`src/rtl/random_range_gen.sv`:
```
// rtl/random_range_gen.sv - Galois LFSR with bounded rejection sampling into 0..RANGE-1
//
// Ports:
//   i_clk        rising-edge clock
//   i_rst_n      asynchronous active-low reset
//   i_seed_load  load i_seed into the LFSR on this edge (zero seed maps to SEED)
//   i_seed       seed value, LFSR_W bits
//   i_req        request one draw, sampled only while idle
//   o_data       drawn value, held until the next draw completes
//   o_valid      one-cycle pulse marking new o_data
//   o_busy       high while a draw is in progress

module random_range_gen #(
    parameter int                LFSR_W  = 16,
    parameter int                OUT_W   = 5,
    parameter int                RANGE   = 20,
    parameter logic [LFSR_W-1:0] TAPS    = 16'hB400,
    parameter logic [LFSR_W-1:0] SEED    = 16'hACE1,
    parameter int                MAX_TRY = 3
) (
    input  logic              i_clk,
    input  logic              i_rst_n,
    input  logic              i_seed_load,
    input  logic [LFSR_W-1:0] i_seed,
    input  logic              i_req,
    output logic [OUT_W-1:0]  o_data,
    output logic              o_valid,
    output logic              o_busy
);

    // A zero-width counter is not legal, so MAX_TRY = 0 still gets one bit.
    localparam int TRY_W = (MAX_TRY > 0) ? $clog2(MAX_TRY + 1) : 1;

    typedef enum logic {
        S_IDLE = 1'b0,
        S_DRAW = 1'b1
    } state_t;

    state_t             r_state;
    state_t             w_state_next;
    logic [LFSR_W-1:0]  r_lfsr;
    logic [LFSR_W-1:0]  w_lfsr_adv;
    logic [LFSR_W-1:0]  w_lfsr_next;
    logic [TRY_W-1:0]   r_tries;
    logic [TRY_W-1:0]   w_tries_next;
    logic [OUT_W-1:0]   r_data;
    logic [OUT_W-1:0]   w_data_next;
    logic               r_valid;
    logic               w_valid_next;
    logic [OUT_W-1:0]   w_cand;
    logic [OUT_W-1:0]   w_fallback;
    logic               w_accept;
    logic               w_last_try;

    // Free-running advance; a seed load overrides it and never leaves zero in the register.
    assign w_lfsr_adv  = r_lfsr[0] ? ((r_lfsr >> 1) ^ TAPS) : (r_lfsr >> 1);
    assign w_lfsr_next = i_seed_load ? ((i_seed == '0) ? SEED : i_seed) : w_lfsr_adv;

    // Candidate is taken from the pre-update LFSR value.
    assign w_cand     = r_lfsr[OUT_W-1:0];
    assign w_accept   = {1'b0, w_cand} < (OUT_W + 1)'(RANGE);
    assign w_last_try = (r_tries == TRY_W'(MAX_TRY));
    // With RANGE > 2^(OUT_W-1) a rejected candidate minus RANGE always lands
    // inside the range, and the subtraction wraps cleanly modulo 2^OUT_W.
    assign w_fallback = w_cand - OUT_W'(RANGE);

    always_comb begin
        w_state_next = r_state;
        w_tries_next = r_tries;
        w_data_next  = r_data;
        w_valid_next = 1'b0;
        case (r_state)
            S_IDLE: begin
                if (i_req && !i_seed_load) begin
                    w_state_next = S_DRAW;
                    w_tries_next = '0;
                end
            end
            S_DRAW: begin
                if (i_seed_load) begin
                    w_state_next = S_IDLE;
                end else if (w_accept) begin
                    w_data_next  = w_cand;
                    w_valid_next = 1'b1;
                    w_state_next = S_IDLE;
                end else if (w_last_try) begin
                    w_data_next  = w_fallback;
                    w_valid_next = 1'b1;
                    w_state_next = S_IDLE;
                end else begin
                    w_tries_next = r_tries + TRY_W'(1);
                end
            end
            default: begin
                w_state_next = S_IDLE;
            end
        endcase
    end

    always_ff @(posedge i_clk or negedge i_rst_n) begin
        if (!i_rst_n) begin
            r_lfsr  <= SEED;
            r_state <= S_IDLE;
            r_tries <= '0;
            r_data  <= '0;
            r_valid <= 1'b0;
        end else begin
            r_lfsr  <= w_lfsr_next;
            r_state <= w_state_next;
            r_tries <= w_tries_next;
            r_data  <= w_data_next;
            r_valid <= w_valid_next;
        end
    end

    assign o_data  = r_data;
    assign o_valid = r_valid;
    assign o_busy  = (r_state == S_DRAW);

endmodule

```
`config.mk`:
```
export PLATFORM = sky130hd
export DESIGN_NAME = random_range_gen
export DESIGN_NICKNAME = d
export VERILOG_FILES = /design/src/rtl/random_range_gen.sv
export SDC_FILE = /design/constraint.sdc
export NUM_CORES = 1
export LEC_CHECK = 0
export CAP_MARGIN = 40
export CORE_ASPECT_RATIO = 2
export CORE_UTILIZATION = 30
export CTS_CLUSTER_DIAMETER = 40
export DETAILED_ROUTE_END_ITERATION = 12
export PLACE_DENSITY_LB_ADDON = 0.08
export SLEW_MARGIN = 15
export SYNTH_ARGS = -nofsm -noshare
export SYNTH_HDL_FRONTEND = slang
export SYNTH_SLANG_ARGS = --single-unit
export TNS_END_PERCENT = 100
```
`constraint.sdc`:
```
create_clock -name i_clk -period 1.7 [get_ports i_clk]
set_clock_uncertainty 0.2 [all_clocks]
set_input_delay 0.17 -clock i_clk [delete_from_list [all_inputs] [get_ports i_clk]]
set_output_delay 0.17 -clock i_clk [all_outputs]
set_load 0.02 [all_outputs]
```
Yosys cells after proc, flatten, opt, wreduce, memory -nomap -nowiden. Cells that the tools add are included.

$add $sub $neg: 2. $lt $le $gt $ge: 1. Equal/unequal tests: 5. Muxes and demuxes: 19. Bitwise operators: 3. Reductions and logical operators: 6.

Operators by type and width (count): 2-to-1 mux 16 bit (3); zero test 16 bit (1); 2-to-1 mux 5 bit (2); 2-to-1 mux 1 bit (8); 2-to-1 mux 2 bit (4); inequality test 2 bit (second input constant) (4); < comparator 5 bit (second input constant) (1); subtractor 5 bit (second input constant) (1); NOT 3 -> 4 bit (1); one-hot mux 2 bit (2 select lines) (1); AND reduction 4 bit (1); AND reduction 3 bit (1); adder 2 x 1 -> 2 bit (second input constant) (1); equality test 2 bit (second input constant) (1); NOT 1 bit (2); one-hot mux 1 bit (2 select lines) (1); nonzero test 2 bit (1); logical AND 1 bit (1); zero test 1 bit (1).

Flip-flop bits (word level): 25. Input bits: 20. Output and inout port bits: 7. Word-level logic and storage cells: 41.

Depth between registers and ports, before layout. Gate-level depths: netlist (run 1).

Word-level depth: 5. Gate-level depth with buffers: 4.

Worst setup path after synthesis (run 1). No wires, ideal clock.

Path type: register to register. Start point: register r_tries[0]. End point: register r_data[0] (netlist: o_data[0]). Library setup time: 0.125 ns. Arrival: 1.476 ns. Slack: -0.101 ns. Cell stages (with the launch flop): 5. Path buffers: 0. Period minus slack after synthesis: 1.801 ns. Path through: dfrtp_1 > ha_1 > nand2b_1 > o21ai_1 > mux2_2.

Longest elaborated chain between the ends: 3.

RTL lines: start, declared (RTL line 44) `logic [TRY_W-1:0] r_tries;`; start signal, assigned (RTL line 110) `r_tries <= w_tries_next;`; equality test 2 bit (RTL line 62) `assign w_last_try = (r_tries == TRY_W'(MAX_TRY));`; nonzero test 2 bit (no source line); AND reduction 3 bit (no source line); end signal, assigned (RTL line 111) `r_data <= w_data_next;`; end, declared (RTL line 46) `logic [OUT_W-1:0] r_data;`.

No other way between the ends. A chain may end at the register's enable or synchronous reset.

Worst setup path after layout (run 1).
Start point: input port i_seed[3]. End point: register r_lfsr[0].

Longest elaborated chain between the ends: 3.

RTL lines: start, declared (RTL line 24) `input logic [LFSR_W-1:0] i_seed,`; zero test 16 bit (RTL line 57) `assign w_lfsr_next = i_seed_load ? ((i_seed == '0) ? SEED : i_seed) : w_lfsr_adv;`; 2-to-1 mux 16 bit (2 in series) (RTL line 57); named net w_lfsr_next[0] (RTL line 43) `logic [LFSR_W-1:0] w_lfsr_next;`; end signal, assigned (RTL line 108) `r_lfsr <= w_lfsr_next;`; end, declared (RTL line 41) `logic [LFSR_W-1:0] r_lfsr;`.

The timed path passes the listed nets, and every way through them passes these cells.

==> metrics.txt, run 1 <==
final setup fails=0; largest net degree at the start of global routing=26; crit path DAT=1.66 ns; leading area contributor after synthesis=dfrtp_1; GR Util met3=0.01837; CTS tree=done; Die Area=4031 sq um; IO buf count=26; multiplexer share of the synthesized area=0.09856; max cap viols=0; Routed Antenna Nets=0; H-tree depth=1; mean number of vias per cell=4.601; Slew Limit Fails=0; met2 GRT Util=0.2727; DRC=0; final WL=2592 um; Overall Power=1.610 mW; row count=31; FF+latch count, synth=25; post-synthesis net count=112; clock root buffer=clkbuf_8; post-synthesis simple-gate area fraction=0.1207; sequential element share of the synthesized area=0.5626; Static Leak=0.7868 nW; ant diodes=0; Hold Crit Class=in -> async; remaining global-route overflow=0; number of flops mapped to enable cells by yosys=0; vias in the first global route=911; Final period util=0.9626; CTS buffer count=3; Post-Synthesis Cells=90; crit-path max FO=6; Clock Path Buffers=2; 1st-iter DRT viols=4; Die Span X=45.40 um; worst skew pair latency=0.27 ns; Worst Reg-to-Reg Cells=4; Req. time, crit path=1.72 ns; GR peak layer=met2; drt wl/cell=13.79 um; Async S/R FF share, synth=1.000; top post-synthesis cells by area=dfrtp_1, dfstp_2, mux2_2; Layout Nets=162; largest family of logic cells by synthesized area=compound AO/OA/AOI/OAI gates; prevailing post-synth register cell=dfrtp_1; area delta synth->final=49.83%; compound-cell area share of the yosys netlist=0.1528; top-count cell post-synth=dfrtp_1; Initial Utilization=0.3132; Avg Cell Area, Syn=12.55 sq um; Post-Synth Adder-Cell Area=0.02215; CTS sink cnt=25; drt pass-1 iters=3; GRT Resource Usage Total=0.1478; met1 Usage GRT=0.1571; Crit. End Element=flip-flop; commonest cells in the netlist=dfrtp_1, mux2_2, dfstp_2, o22a_1, nand2_1; Post-Synth XOR/XNOR Area=0.02326; CTS clk-pin slew, worst paths=0.09 ns; boundary pin count=27; outcome=complete, no violations; Yosys cell types=28; setup ws final=0.06364 ns; Max Fclk=0.6111 GHz; layout cells sized above 1=0.3741; core box area=3607 sq um; Via Count=865; Final Hold Fails=0; Power Density=951.1 nW/um^2; synthesized cell area=1130 sq um; Finished Core Util=0.4693; gp weighted congestion=0.8058; critical path type=in -> reg; CP Launch Type=input port; first-pass GRT wire length=4167 um; detailed placer's ending HPWL=1940 um; fill count=346; Synthesis Warnings=0; hold slack=0.05691 ns; antenna violations before repair=0; Peak VDD IR=0.4695 mV; die height=88.79 um; Tmin final=1.636 ns; worst slew pin tran=0.4339 ns; Synth top area share=0.3765; DP Worst Slack=-0.4405 ns; Slew headroom=0.7097
-- power breakdown --
group	switching [mW]	internal, mW
clock network	0.192	0.164
logic	0.213	0.277
registers	0.0541	0.710
total	0.459	1.15
-- worst max-delay path, stage by stage --
cell and delay (ns):
dlygate4sd2_1 0.24, or4_4 0.55, o41ai_4 0.36, buf_4 0.20
o22a_1 0.13
-- per-layer routing --
layer,vias to the layer above,routed length (um)
li1,426,-
met1,420,1010
met2,17,1499
met3,2,54
met4,0,27
met5,-,0
-- worst paths after layout --
check                      startpoint  slack (ns)          to
min reg2reg                 r_lfsr[9]        0.30   r_lfsr[8]
min                           i_rst_n        0.06   r_lfsr[3]
max in group asynchronous     i_rst_n        0.95   r_lfsr[5]
max reg2reg                r_tries[1]        0.08   o_data[0]
max                         i_seed[3]        0.06   r_lfsr[0]
min in group i_clk         i_seed[13]        0.07  r_lfsr[13]
-- logic make-up after synthesis --
logic type	after synthesis
multiplexers	10
buffers and inverters	6
XOR/XNOR	3
AO/OA/AOI/OAI	22
flip-flops	25
adder cells (fa/ha/maj)	2
AND/OR/NAND/NOR	22
-- repair_timing --
action                     in CTS  in global routing
setup endpoints to repair      13                  9
hold endpoints to repair        0                  2
gates resized for setup        16                  6
pin swaps                       7                  8
setup buffers                   1                  1
hold buffers                    0                  2
-- registers in the layout (all words and copies together), names as in the netlist --
name     cells
o_data       5
r_tries      2
r_lfsr      16
o_valid      1
o_busy       1
-- placed cells by master (no fill, tap or decap) --
| master | n |
|---|---|
| o211ai_1 | 1 |
| mux2_2 | 9 |
| dlygate4sd3_1 | 2 |
| dlygate4sd2_1 | 11 |
| clkbuf_8 | 3 |
| nor2b_1 | 2 |
| a211o_1 | 1 |
| or4_4 | 5 |
| dfrtp_1 | 17 |
| nand3_1 | 1 |
| a21oi_1 | 4 |
| o41ai_4 | 1 |
| dlymetal6s2s_1 | 3 |
| nand3b_1 | 1 |
| dfstp_2 | 8 |
| ha_1 | 1 |
| inv_1 | 4 |
| nor2_1 | 1 |
| nor4_1 | 1 |
| ha_2 | 1 |
| o21ai_4 | 1 |
| clkinv_2 | 1 |
| nand2b_1 | 2 |
| clkdlybuf4s15_1 | 1 |
| xnor2_1 | 1 |
| o22a_2 | 1 |
| o21bai_1 | 1 |
| o21ai_0 | 5 |
| nand2_1 | 6 |
| clkdlybuf4s50_1 | 11 |
| or2_2 | 1 |
| buf_12 | 1 |
| o22a_1 | 7 |
| nand2b_4 | 1 |
| xor2_1 | 2 |
| mux2i_1 | 1 |
| nand3_2 | 1 |
| buf_4 | 18 |
-- cell type report --
cell class | instances | area [sq um] | area share
timing repair buffer | 47 | 429.2 | 0.2535
sequential | 25 | 635.6 | 0.3755
inverter | 4 | 15.01 | 0.008869
clock inverter | 1 | 5.005 | 0.002956
tap | 49 | 61.31 | 0.03622
multi-input combinational | 59 | 505.5 | 0.2986
clock buffer | 3 | 41.29 | 0.02439
-- metrics by stage --
| step | setup TNS [ns] | instance area [sq um] | std cells |
|---|---|---|---|
| floorplan | 0 | 1134 | 90 |
| global placement | -3.349 | 1595 | 181 |
| detailed placement | -3.581 | 1595 | 181 |
| CTS | 0 | 1655 | 186 |
| global route | -0.0004542 | 1693 | 188 |
| finish | 0 | 1693 | 188 |
Note: power is estimated with default switching activity, not from simulation.
==> run 2, diff against run 1 <==
- clock period: 1.7 -> 2 ns (I/O delays scaled with it)
==> metrics.txt, run 2 (synthesized netlist as in run 1, its figures left out) <==
outcome=complete, no violations; Via Count=834 (-3.6%); mean number of vias per cell=4.685 (+1.8%); most frequent cells in the layout=clkdlybuf4s50_1, dfrtp_1, buf_4, mux2_2, dfstp_2; Cell Area, Placed=1526 sq um (-4.3%); NetSw=369.7 uW (-19%); Routed Antenna Nets=0 (unchanged); CTS buffer count=3 (unchanged); final WL=2369 um (-8.6%); DRC=0 (unchanged); Max Fclk=0.5373 GHz; fill count=363 (+4.9%); met1 Usage GRT=0.1505 (-0.006689); cell chain of the critical path=clkdlybuf4s50_1 > or4_4 > o41ai_4 > buf_4 > o22a_1; Static Leak=0.6811 nW (-13%); critical path type=in -> reg; crit path DAT=1.87 ns (+0.21 ns); IO buf count=26 (unchanged); number of hold buffers added after cts=0 (unchanged); Initial Utilization=0.3132 (unchanged); Peak VDD IR=0.4415 mV (-6.0%); met2 GRT Util=0.2727 (unchanged); Die Span X=45.40 um (unchanged); GR peak layer=met2; worst skew pair latency=0.27 ns (about the same); register bank with the most flops=r_lfsr; CTS tree=done; H-tree depth=1 (unchanged); fin area=1573 sq um (-7.1%); 1st-iter DRT viols=17 (+13); Final Hold Fails=0 (unchanged); drt pass-1 iters=4 (+1); unrepaired setup endpoints after global routing=no; clock root buffer=clkbuf_8; detailed placer's ending HPWL=1891 um (-2.6%); remaining global-route overflow=0 (unchanged); drt wl/cell=13.31 um (-3.5%); largest net degree at the start of global routing=26 (unchanged); post-route setup TNS=0 ns (unchanged); Final period util=0.9306; Hold Crit Class=in -> async; vias in the first global route=894 (-1.9%); GRT Resource Usage Total=0.1457 (-0.002089); critical path's slowest cell=or4_4; CP startpoint=i_seed[10]; antenna violations before repair=0 (unchanged); row count=31 (unchanged); crit-path max FO=3 (-3); Seq pwr share=0.498 (+0.023); area delta synth->final=39.20%; Sequential Area=635.6 sq um (unchanged); Finished Core Util=0.4360 (-0.03330); Post-CTS Resized=0 (-16); CP max stage delay=0.55 ns (about the same); Slew Limit Fails=0 (unchanged); Post-CTS Setup Bufs=0 (-1); Req. time, crit path=2.01 ns (+0.29 ns); max reg flops=16 (unchanged); logic gate share of total power=0.274 (-0.031); gp weighted congestion=0.7106 (-12%); Clock Path Buffers=2 (unchanged); Slew headroom=0.7849 (+0.07522); Sw Share=0.2806 (-0.004322); worst flop-to-flop path startpoint=r_tries[0]; ant diodes=0 (unchanged); CTS sink cnt=25 (unchanged); first-pass GRT wire length=4112 um (-1.3%); GR Util met3=0.01837 (unchanged); internal power=947.6 uW (-18%); worst slew pin tran=0.3227 ns (-0.1112 ns); core box area=3607 sq um (unchanged); boundary pin count=27 (unchanged); max cap viols=0 (unchanged); Clock Power Share=0.228 (+0.007); CTS clk-pin slew, worst paths=0.09 ns (about the same); most common cell after layout, fill and taps aside=clkdlybuf4s50_1; Tmin final=1.861 ns; Layout Nets=152 (-6.2%); Crit. End Element=flip-flop; Power Density=837.6 nW/um^2 (-12%); final setup fails=0 (unchanged); CP Launch Type=input port; layout cells sized above 1=0.2946 (-0.07953); Die Area=4031 sq um (unchanged); multi-input logic area=471.7 sq um (-6.7%); die height=88.79 um (unchanged); hold slack=0.08813 ns (+0.03122 ns)
## run 2: path summary, 6_finish.rpt
kind	to	slack, ns	depth (start not counted)
worst max-delay path	r_lfsr[0]	0.14	5
worst min-delay path	o_busy	0.09	2
worst max register to register	o_data[3]	0.23	5
worst min register to register	r_lfsr[8]	0.29	1
max in group asynchronous	r_lfsr[5]	1.21	2
min in group i_clk	r_lfsr[8]	0.29	1
## run 2: area by class of cell
type	count	share of cell area
Sequential cell	25	0.4041
Inverter	4	0.009547
Clock buffer	3	0.02625
Clock inverter	1	0.003182
Multi-Input combinational cell	59	0.2999
Tap cell	49	0.03898
Timing Repair Buffer	37	0.2180
## run 2: stage by stage
stage,power (mW),worst slack (ns),instances
finish,1.317,0.1388,178
global route,1.394,0.07675,178
CTS,1.336,0.1326,178
detailed placement,1.036,-0.1459,174
global placement,1.026,-0.1239,174
floorplan,0.8403,0.1994,90
## run 2: worst max-delay path: cells and delay by family
kind	cells	cell delay (ns)
AOI/OAI and AO/OA	2	0.51
and+or+nand+nor	1	0.55
buffers and inverters	2	0.61
## run 2: power by group through the flow
stage | clock (mW) | combinational [mW] | sequential [mW]
final | 0.300 | 0.361 | 0.656
after CTS | 0.309 | 0.368 | 0.660
after global routing | 0.327 | 0.398 | 0.669
after floorplan | 0 | 0.130 | 0.710
after detailed placement | 0 | 0.366 | 0.670
after global placement | 0 | 0.360 | 0.666
## run 2: metal layers
metal | up-vias | share of wire
li1 | 409 | -
met1 | 404 | 0.37
met2 | 19 | 0.59
met3 | 2 | 0.030
met4 | 0 | 0.012
met5 | - | 0
